File: config.mk
export PLATFORM = sky130hd
export DESIGN_NAME = multiplier_sequencer
export DESIGN_NICKNAME = d
export VERILOG_FILES = /design/src/rtl/multiplier_pkg.sv /design/src/rtl/multiplier_step_counter.sv /design/src/rtl/multiplier_sequencer.sv
export SDC_FILE = /design/constraint.sdc
export NUM_CORES = 1
export LEC_CHECK = 0
export ABC_AREA = 1
export CELL_PAD_IN_SITES_DETAIL_PLACEMENT = 2
export CELL_PAD_IN_SITES_GLOBAL_PLACEMENT = 2
export CORE_MARGIN = 3
export CORE_UTILIZATION = 31
export DETAILED_ROUTE_END_ITERATION = 7
export DONT_BUFFER_PORTS = 1
export PLACE_DENSITY = 0.78
export SLEW_MARGIN = 25
export SYNTH_ARGS = -nofsm -noshare
export SYNTH_HDL_FRONTEND = slang
export SYNTH_SLANG_ARGS = --single-unit
File: constraint.sdc
create_clock -name clock -period 2.2 [get_ports clock]
set_input_delay 0.44 -clock clock [delete_from_list [all_inputs] [get_ports clock]]
set_output_delay 0.44 -clock clock [all_outputs]
set_load 0.1 [all_outputs]
File: src/rtl/multiplier_pkg.sv
// Shared types and sizing helpers for the shift-add multiplier sequencer.
package multiplier_pkg;

  typedef enum logic [1:0] {IDLE, LOAD, RUN, DONE} seq_state_t;

  // Number of R-bit steps needed to retire an N-bit operand.
  function automatic int step_count(input int n, input int r);
    return n / r;
  endfunction

  // Counter width: max(1, clog2(s)).
  function automatic int ctr_width(input int s);
    return (s <= 2) ? 1 : $clog2(s);
  endfunction

endpackage

File: src/rtl/multiplier_step_counter.sv
// Remaining-step down-counter; load wins over decrement and it never wraps below zero.
module multiplier_step_counter
  import multiplier_pkg::*;
#(
  parameter int C = 3
) (
  input  logic         clock,
  input  logic         reset,
  input  logic         load,
  input  logic [C-1:0] load_value,
  input  logic         decrement,
  output logic [C-1:0] count,
  output logic         is_zero
);

  logic [C-1:0] count_q, count_d;

  always_comb begin
    count_d = count_q;
    if (load)
      count_d = load_value;
    else if (decrement && (count_q != '0))
      count_d = count_q - C'(1);
  end

  always_ff @(posedge clock) begin
    if (reset) count_q <= '0;
    else       count_q <= count_d;
  end

  assign count   = count_q;
  assign is_zero = (count_q == '0);

endmodule

File: src/rtl/multiplier_sequencer.sv
// Control FSM for the iterative shift-add multiplier: start handshake, one load
// cycle, len+1 step cycles, then a held result handshake. Abort returns to IDLE.
module multiplier_sequencer
  import multiplier_pkg::*;
#(
  parameter  int N = 8,
  parameter  int R = 1,
  localparam int S = step_count(N, R),
  localparam int C = ctr_width(S)
) (
  input  logic         clock,
  input  logic         reset,
  input  logic         start_valid,
  output logic         start_ready,
  input  logic [C-1:0] len,
  input  logic         abort,
  output logic         load_en,
  output logic         step_en,
  output logic         last_step,
  output logic [C-1:0] count,
  output logic         busy,
  output logic         result_valid,
  input  logic         result_ready
);

  if ((N % R) != 0) begin : g_bad_radix
    $error("multiplier_sequencer: N must be a multiple of R");
  end

  localparam logic [C-1:0] LEN_MAX = C'(S - 1);

  seq_state_t   state_q, state_d;
  logic [C-1:0] len_q, len_d;
  logic         ctr_load, ctr_dec, ctr_zero;
  logic [C-1:0] ctr_value;

  multiplier_step_counter #(.C(C)) u_ctr (
    .clock      (clock),
    .reset      (reset),
    .load       (ctr_load),
    .load_value (ctr_value),
    .decrement  (ctr_dec),
    .count      (count),
    .is_zero    (ctr_zero)
  );

  always_ff @(posedge clock) begin
    if (reset) begin
      state_q <= IDLE;
      len_q   <= '0;
    end else begin
      state_q <= state_d;
      len_q   <= len_d;
    end
  end

  always_comb begin
    state_d      = state_q;
    len_d        = len_q;
    ctr_load     = 1'b0;
    ctr_value    = '0;
    ctr_dec      = 1'b0;
    start_ready  = 1'b0;
    load_en      = 1'b0;
    step_en      = 1'b0;
    last_step    = 1'b0;
    busy         = 1'b0;
    result_valid = 1'b0;
    case (state_q)
      IDLE: begin
        start_ready = ~abort;
        if (start_valid && !abort) begin
          // Lengths beyond the operand width saturate (only reachable when S isn't a power of two).
          len_d   = (len > LEN_MAX) ? LEN_MAX : len;
          state_d = LOAD;
        end
      end
      LOAD: begin
        load_en  = 1'b1;
        busy     = 1'b1;
        ctr_load = 1'b1;
        if (abort) begin
          state_d = IDLE;
        end else begin
          ctr_value = len_q;
          state_d   = RUN;
        end
      end
      RUN: begin
        step_en   = 1'b1;
        busy      = 1'b1;
        last_step = ctr_zero;
        if (abort) begin
          ctr_load = 1'b1;
          state_d  = IDLE;
        end else if (ctr_zero) begin
          state_d = DONE;
        end else begin
          ctr_dec = 1'b1;
        end
      end
      DONE: begin
        result_valid = 1'b1;
        busy         = 1'b1;
        if (abort) begin
          ctr_load = 1'b1;
          state_d  = IDLE;
        end else if (result_ready) begin
          state_d = IDLE;
        end
      end
      default: state_d = IDLE;
    endcase
  end

  a_excl: assert property (@(posedge clock) disable iff (reset)
    $onehot0({load_en, step_en, result_valid}));
  a_last: assert property (@(posedge clock) disable iff (reset)
    last_step |-> step_en);

endmodule

==> results of run 1 <==
==> worst max-delay path: cells and delay by family (launching register included) <==
kind / cells / cell delay [ps]
AND/OR/NAND/NOR: 2 / 370
flip-flops: 1 / 380
buffers and inverters: 2 / 460
==> cell type report <==
cell class,instances,area [sq um],share of cell area [%]
multi-input cells,58,305,49.2
flip-flops and latches,8,160,25.8
inverters,16,60.1,9.68
repair buffers,7,52.6,8.47
clock buffers,3,22.5,3.63
well taps,16,20.0,3.23
==> state kept, by name, indices dropped and copies added, names as in the netlist <==
signal	cells
len_q	3
state_q	2
u_ctr.count	3
==> path summary, 6_finish.rpt <==
| kind | startpoint | end | slack (ps) | cells after the start |
|---|---|---|---|---|
| setup / recovery | state_q[0]$_SDFFE_PP0P_ | start_ready | 280 | 4 |
| hold / removal | reset | u_ctr.count[2]$_SDFFE_PP0P_ | 240 | 1 |
| setup reg to reg | state_q[0]$_SDFFE_PP0P_ | len_q[1]$_SDFFE_PP0P_ | 540 | 7 |
| hold reg to reg | len_q[1]$_SDFFE_PP0P_ | len_q[1]$_SDFFE_PP0P_ | 490 | 2 |
==> cell families (layout without fill, tap and decap cells) <==
family	after synthesis	after routing	synth area share (%)
compound gates	9	9	10.0
fa+ha+maj	2	2	4.90
buf+inv	16	26	11.8
flops	8	8	31.4
simple gates	47	47	41.9
==> synth_stat cells <==
cell type                   n
sky130_fd_sc_hd__nand3_1    6
sky130_fd_sc_hd__nand3_2    1
sky130_fd_sc_hd__nand2_2    3
sky130_fd_sc_hd__inv_2      3
sky130_fd_sc_hd__ha_1       2
sky130_fd_sc_hd__clkinv_1   1
sky130_fd_sc_hd__dfxtp_1    8
sky130_fd_sc_hd__nor2_2     3
sky130_fd_sc_hd__a21oi_2    1
sky130_fd_sc_hd__nand2_1   18
sky130_fd_sc_hd__a21oi_1    1
sky130_fd_sc_hd__nand2_4    1
sky130_fd_sc_hd__nor2_1    14
sky130_fd_sc_hd__o21ai_0    6
sky130_fd_sc_hd__nor3_1     1
sky130_fd_sc_hd__o21bai_1   1
sky130_fd_sc_hd__inv_1     12
==> through the flow <==
step,std cells,instance area (sq um),utilization (%)
after global routing,108,621,40.7
after global placement,105,598,39.2
after detailed placement,105,598,39.2
after CTS,108,621,40.7
final,108,621,40.7
after floorplan,82,526,-
==> placed cells by master, fill, tap and decap left out <==
| master | n |
|---|---|
| sky130_fd_sc_hd__buf_4 | 7 |
| sky130_fd_sc_hd__a21oi_2 | 1 |
| sky130_fd_sc_hd__inv_2 | 3 |
| sky130_fd_sc_hd__dfxtp_1 | 8 |
| sky130_fd_sc_hd__clkbuf_4 | 3 |
| sky130_fd_sc_hd__nor2_4 | 2 |
| sky130_fd_sc_hd__nor3_1 | 1 |
| sky130_fd_sc_hd__o21bai_1 | 1 |
| sky130_fd_sc_hd__nor2_1 | 12 |
| sky130_fd_sc_hd__a21oi_1 | 1 |
| sky130_fd_sc_hd__nand2_2 | 3 |
| sky130_fd_sc_hd__nand2_4 | 1 |
| sky130_fd_sc_hd__nand2_1 | 18 |
| sky130_fd_sc_hd__ha_1 | 2 |
| sky130_fd_sc_hd__inv_1 | 12 |
| sky130_fd_sc_hd__clkinv_1 | 1 |
| sky130_fd_sc_hd__nor2_2 | 3 |
| sky130_fd_sc_hd__o21ai_0 | 6 |
| sky130_fd_sc_hd__nand3_1 | 6 |
| sky130_fd_sc_hd__nand3_2 | 1 |
==> metal layers <==
metal / wire [microns] / up-vias / share of wire, % / track usage (%)
met5: 0 / - / 0 / 0
met2: 711 / 16 / 49 / 28.8
met3: 85 / 2 / 5.8 / 5.47
met4: 13 / 0 / 0.89 / 8.52
met1: 643 / 245 / 44 / 21.9
li1: - / 273 / - / -
==> out/qor.txt, run 1 <==
Run status: finished, final reports clean
Die area: 2170 sq um
Minimum period implied by the final worst setup slack: 1920 ps
Total of buffers placed on input and output ports: 0
Clk root buf: sky130_fd_sc_hd__clkbuf_4
Sequential area share after synthesis: 31.4%
# rows: 14
Maximum number of pins on one net before global-route repair: 8
Netlist area before placement: 510 sq um
Biggest cell delay along the critical path: 380 ps
Slowest library cell on the worst path: sky130_fd_sc_hd__dfxtp_1
Setup CP Type: reg -> out
Gpl congestion: 0.697
Std-Cell Core Area: 1520 sq um
Vias in the first global route: 595
Unrepaired setup endpoints after global routing: no
Fill count: 196
Post-route worst setup slack: 276 ps
Post-CTS repair timing setup buffer count: 0
Highest fanout seen on the critical path: 5
IO Pins: 17
All-Layer GR Usage: 18.1%
Number of buffers on the longest clock path: 2
Setup Slack @ Placement: 533 ps
Critical path cell sequence: inv_2 > nand2_4 > nor2_2 > buf_4
Flip-flop and latch count after synthesis: 8
Top achievable clock speed: 520 MHz
Count of nets left with antenna violations after detail routing: 0
Clock sinks: 8
Max-slew headroom: 59.4%
Post-synth top area cell: sky130_fd_sc_hd__dfxtp_1
Number of optimization iterations in the first detailed-route pass: 3
Top-area cell type share of the netlist area: 31.4%
Drt total wl: 1.45 mm
Clock tree from TritonCTS: built
Final hold violation count: 0
Horizontal die dimension: 46.6 microns
Number of endpoints failing setup at the final stage: 0
H-tree depth reported by CTS: 1
TritonCTS Buffers: 3
Number of distinct library cells after synthesis: 17
Fin crit share: 87.5%
Number of buffers inserted by hold repair at cts: 0
Mean instance size in the synthesized netlist: 6.23 sq um
CP required: 1760 ps
Largest cells by area after synthesis: sky130_fd_sc_hd__dfxtp_1 31%, sky130_fd_sc_hd__nand2_1 13%, sky130_fd_sc_hd__nor2_1 10%
Post-DP HPWL: 1.20 mm
Cell count after synthesis: 82
Tightest Pin Transition: 607 ps
Synth-to-layout area growth: 21.6%
Worst slack on hold paths: 237 ps
Clock slew at the register clock pins of the worst setup and hold paths: 60 ps
Number of warnings issued by yosys: 0
Die Y-Extent: 46.6 microns
Vias per std cell: 4.96
Worst hold-check path type: in -> reg
Skew-Pair Late Insertion Delay: 250 ps
Nature of the critical path startpoint: register
Cells resized by post-CTS repair: 0
Starting Density: 33.5%
Clock skew after layout: 0.461 ps
Total grt overflow: 0
Setup TNS after final layout: 0 ps
Number of antenna diodes: 0
Wire length per cell after detailed routing: 13.5 microns
Fraction of final layout cells sized beyond drive strength 1: 26.1%
Category of the worst setup path capture point: output port
Vias: 536
WP data arrival: 1480 ps
Max-cap violations: 0
First-pass GRT wire length: 2.66 mm
Detailed-route DRC error count: 0
Slew Viols, Final: 0
Syn nets: 92
Final nets: 104
Initial detailed-routing violation count: 10
Antenna violations before repair: 0
Power of run 1 is not shown: default switching activity piles up to over one toggle a cycle in this logic, so the estimate is an artifact.
==> run 2: changes to the inputs <==
Settings changed: TNS_END_PERCENT from default to 100.
==> results of run 2 <==
Same layout as run 1: the final DEF is identical, and so are final timing and power.
Power of run 2 is left out for the same reason.
==> run 3: changes to the inputs <==
Settings changed: CAP_MARGIN from default to 15.
==> results of run 3 <==
Same layout as run 1: the final DEF is identical, and so are final timing and power.
Power of run 3 is left out for the same reason.
==> RTL edit (flow settings as in run 3) <==
Change the parameter `N` from 8 to 12.
--- a/src/rtl/multiplier_sequencer.sv
+++ b/src/rtl/multiplier_sequencer.sv
@@ -4,5 +4,5 @@
   import multiplier_pkg::*;
 #(
-  parameter  int N = 8,
+  parameter  int N = 12,
   parameter  int R = 1,
   localparam int S = step_count(N, R),
Ports: changed (resized count and len); port bits go from 17 to 19. The function was not compared with the original's and may differ.
==> RTL edit against run 3 <==
Area after synthesis increased by 24%; cell area increased by 26%; non-clock buffer count increased by 3; sequential cell count increased by 2; clock skew increased by 0.0015 ns; sequential share of layout area decreased by 0.25 points; first-iteration DRC count decreased by 40%; routed wire length increased by 22%; core utilization increased by 2.3 points; worst setup slack improved by 0.032 ns.
==> RTL edit: results <==
set metrics [dict create \
    status "finished clean" \
    yosysUniqueCellTypes 18 \
    p_leak_nw 0.4069 \
    crit_arrival_ns 1.45 \
    worstHoldPathType "primary input to flop" \
    grt_pass1_vias 737 \
    grt_usage_pct 16.76 \
    synth_seq_area_share_pct 31.56 \
    route.vias.total 657 \
    min_path_cells 1 \
    antenna_cells 0 \
    grt_pass1_wl_um 3263 \
    drt_iter0_markers 6 \
    dpl.hpwl_um 1417 \
    drt_pass1_iterations 4 \
    tightest_slew_ns 0.3093 \
    clk_latency_ns 0.27 \
    gp_congestion 0.7004 \
    timing.hold.ws_ns 0.2335 \
    r2r_end "u_ctr.count[3]$_SDFFE_PP0P_" \
    antenna_found_initial 0 \
    r2r_slack_ns 0.82 \
    vias_per_cell 4.796 \
    dp_cells 133 \
    synthTopCellsByArea "dfxtp_1 32%, nand2_1 13%, nor2_1 12%" \
    synth.avg_cell_area_sq_um 6.408 \
    grt_max_degree 10 \
    synth_common_cells "22 x nand2_1, 21 x nor2_1, 15 x inv_1" \
    fin_nets 123 \
    ff2ff_path_depth 8 \
    pre_cts_slack_ns 0.5929 \
    fin_ws_ns 0.3078 \
    drive_above_1_share_pct 23.21 \
    wire_per_inst_um 12.95 \
]
-- RTL edit: cell count changes in the layout (fill, tap and decap cells not counted), sizes merged, moves of 2 or more --
cell   change
nor2       +7
buf        +3
nand2      +3
a21oi      +2
dfxtp      +2
inv        +2
o21ai      -2
-- RTL edit: metal layers --
metal | wire length [um] | vias up | track usage [%]
met4 | 8 | 0 | 3.930
met1 | 776 | 311 | 19.25
met5 | 0 | - | 0
met3 | 106 | 2 | 6.997
li1 | - | 328 | -
met2 | 882 | 16 | 28.76
-- RTL edit: how the worst max path moves through the flow --
stage,startpoint,endpoint,cells past startpoint
final,u_ctr.count[0]$_SDFFE_PP0P_,last_step,5
after CTS,u_ctr.count[0]$_SDFFE_PP0P_,last_step,5
after global routing,u_ctr.count[0]$_SDFFE_PP0P_,last_step,5
after detailed placement,u_ctr.count[0]$_SDFFE_PP0P_,last_step,5
after floorplan,u_ctr.count[0]$_SDFFE_PP0P_,last_step,4
after global placement,u_ctr.count[0]$_SDFFE_PP0P_,last_step,5
-- RTL edit: power breakdown --
part / leakage [nW] / total [W] / switching (W) / internal, W
Sequential: 0.0822 / 0.000218 / 0.0000139 / 0.000204
Clock: 0.0210 / 0.000166 / 0.0000658 / 0.000101
Combinational: 0.304 / 0.000414 / 0.000315 / 0.0000991
-- RTL edit: kinds of logic after synthesis --
family / after synthesis / synth area share [%]
AO/OA/AOI/OAI: 10 / 10.45
adder cells (fa/ha/maj): 1 / 1.972
buffers and inverters: 18 / 11.83
flip-flops: 10 / 31.56
XOR/XNOR: 1 / 1.381
AND/OR/NAND/NOR: 59 / 42.80
-- RTL edit: worst max-delay path, stage by stage (launching register included) --
cell     delay (ns)
dfxtp_1        0.31
inv_1          0.14
ha_1           0.22
nand3_1        0.16
nor2_2         0.16
buf_12         0.19
-- RTL edit: through the flow --
stage          total power [W]  instance area, sq um
4_1_cts              0.0008157                 783.3
5_1_grt              0.0008584                 783.3
3_5_place_dp         0.0006376                 747.0
6_report             0.0007987                 783.3
3_3_place_gp         0.0006224                 747.0
2_1_floorplan        0.0005570                 639.4
-- RTL edit: area by class of cell --
class	instances	area [sq um]
flip-flops and latches	10	200.2
fillers	240	1037
multi-input cells	71	364.1
well taps	25	31.28
inverters	17	63.81
repair buffers	10	87.58
clock buffers	4	36.28
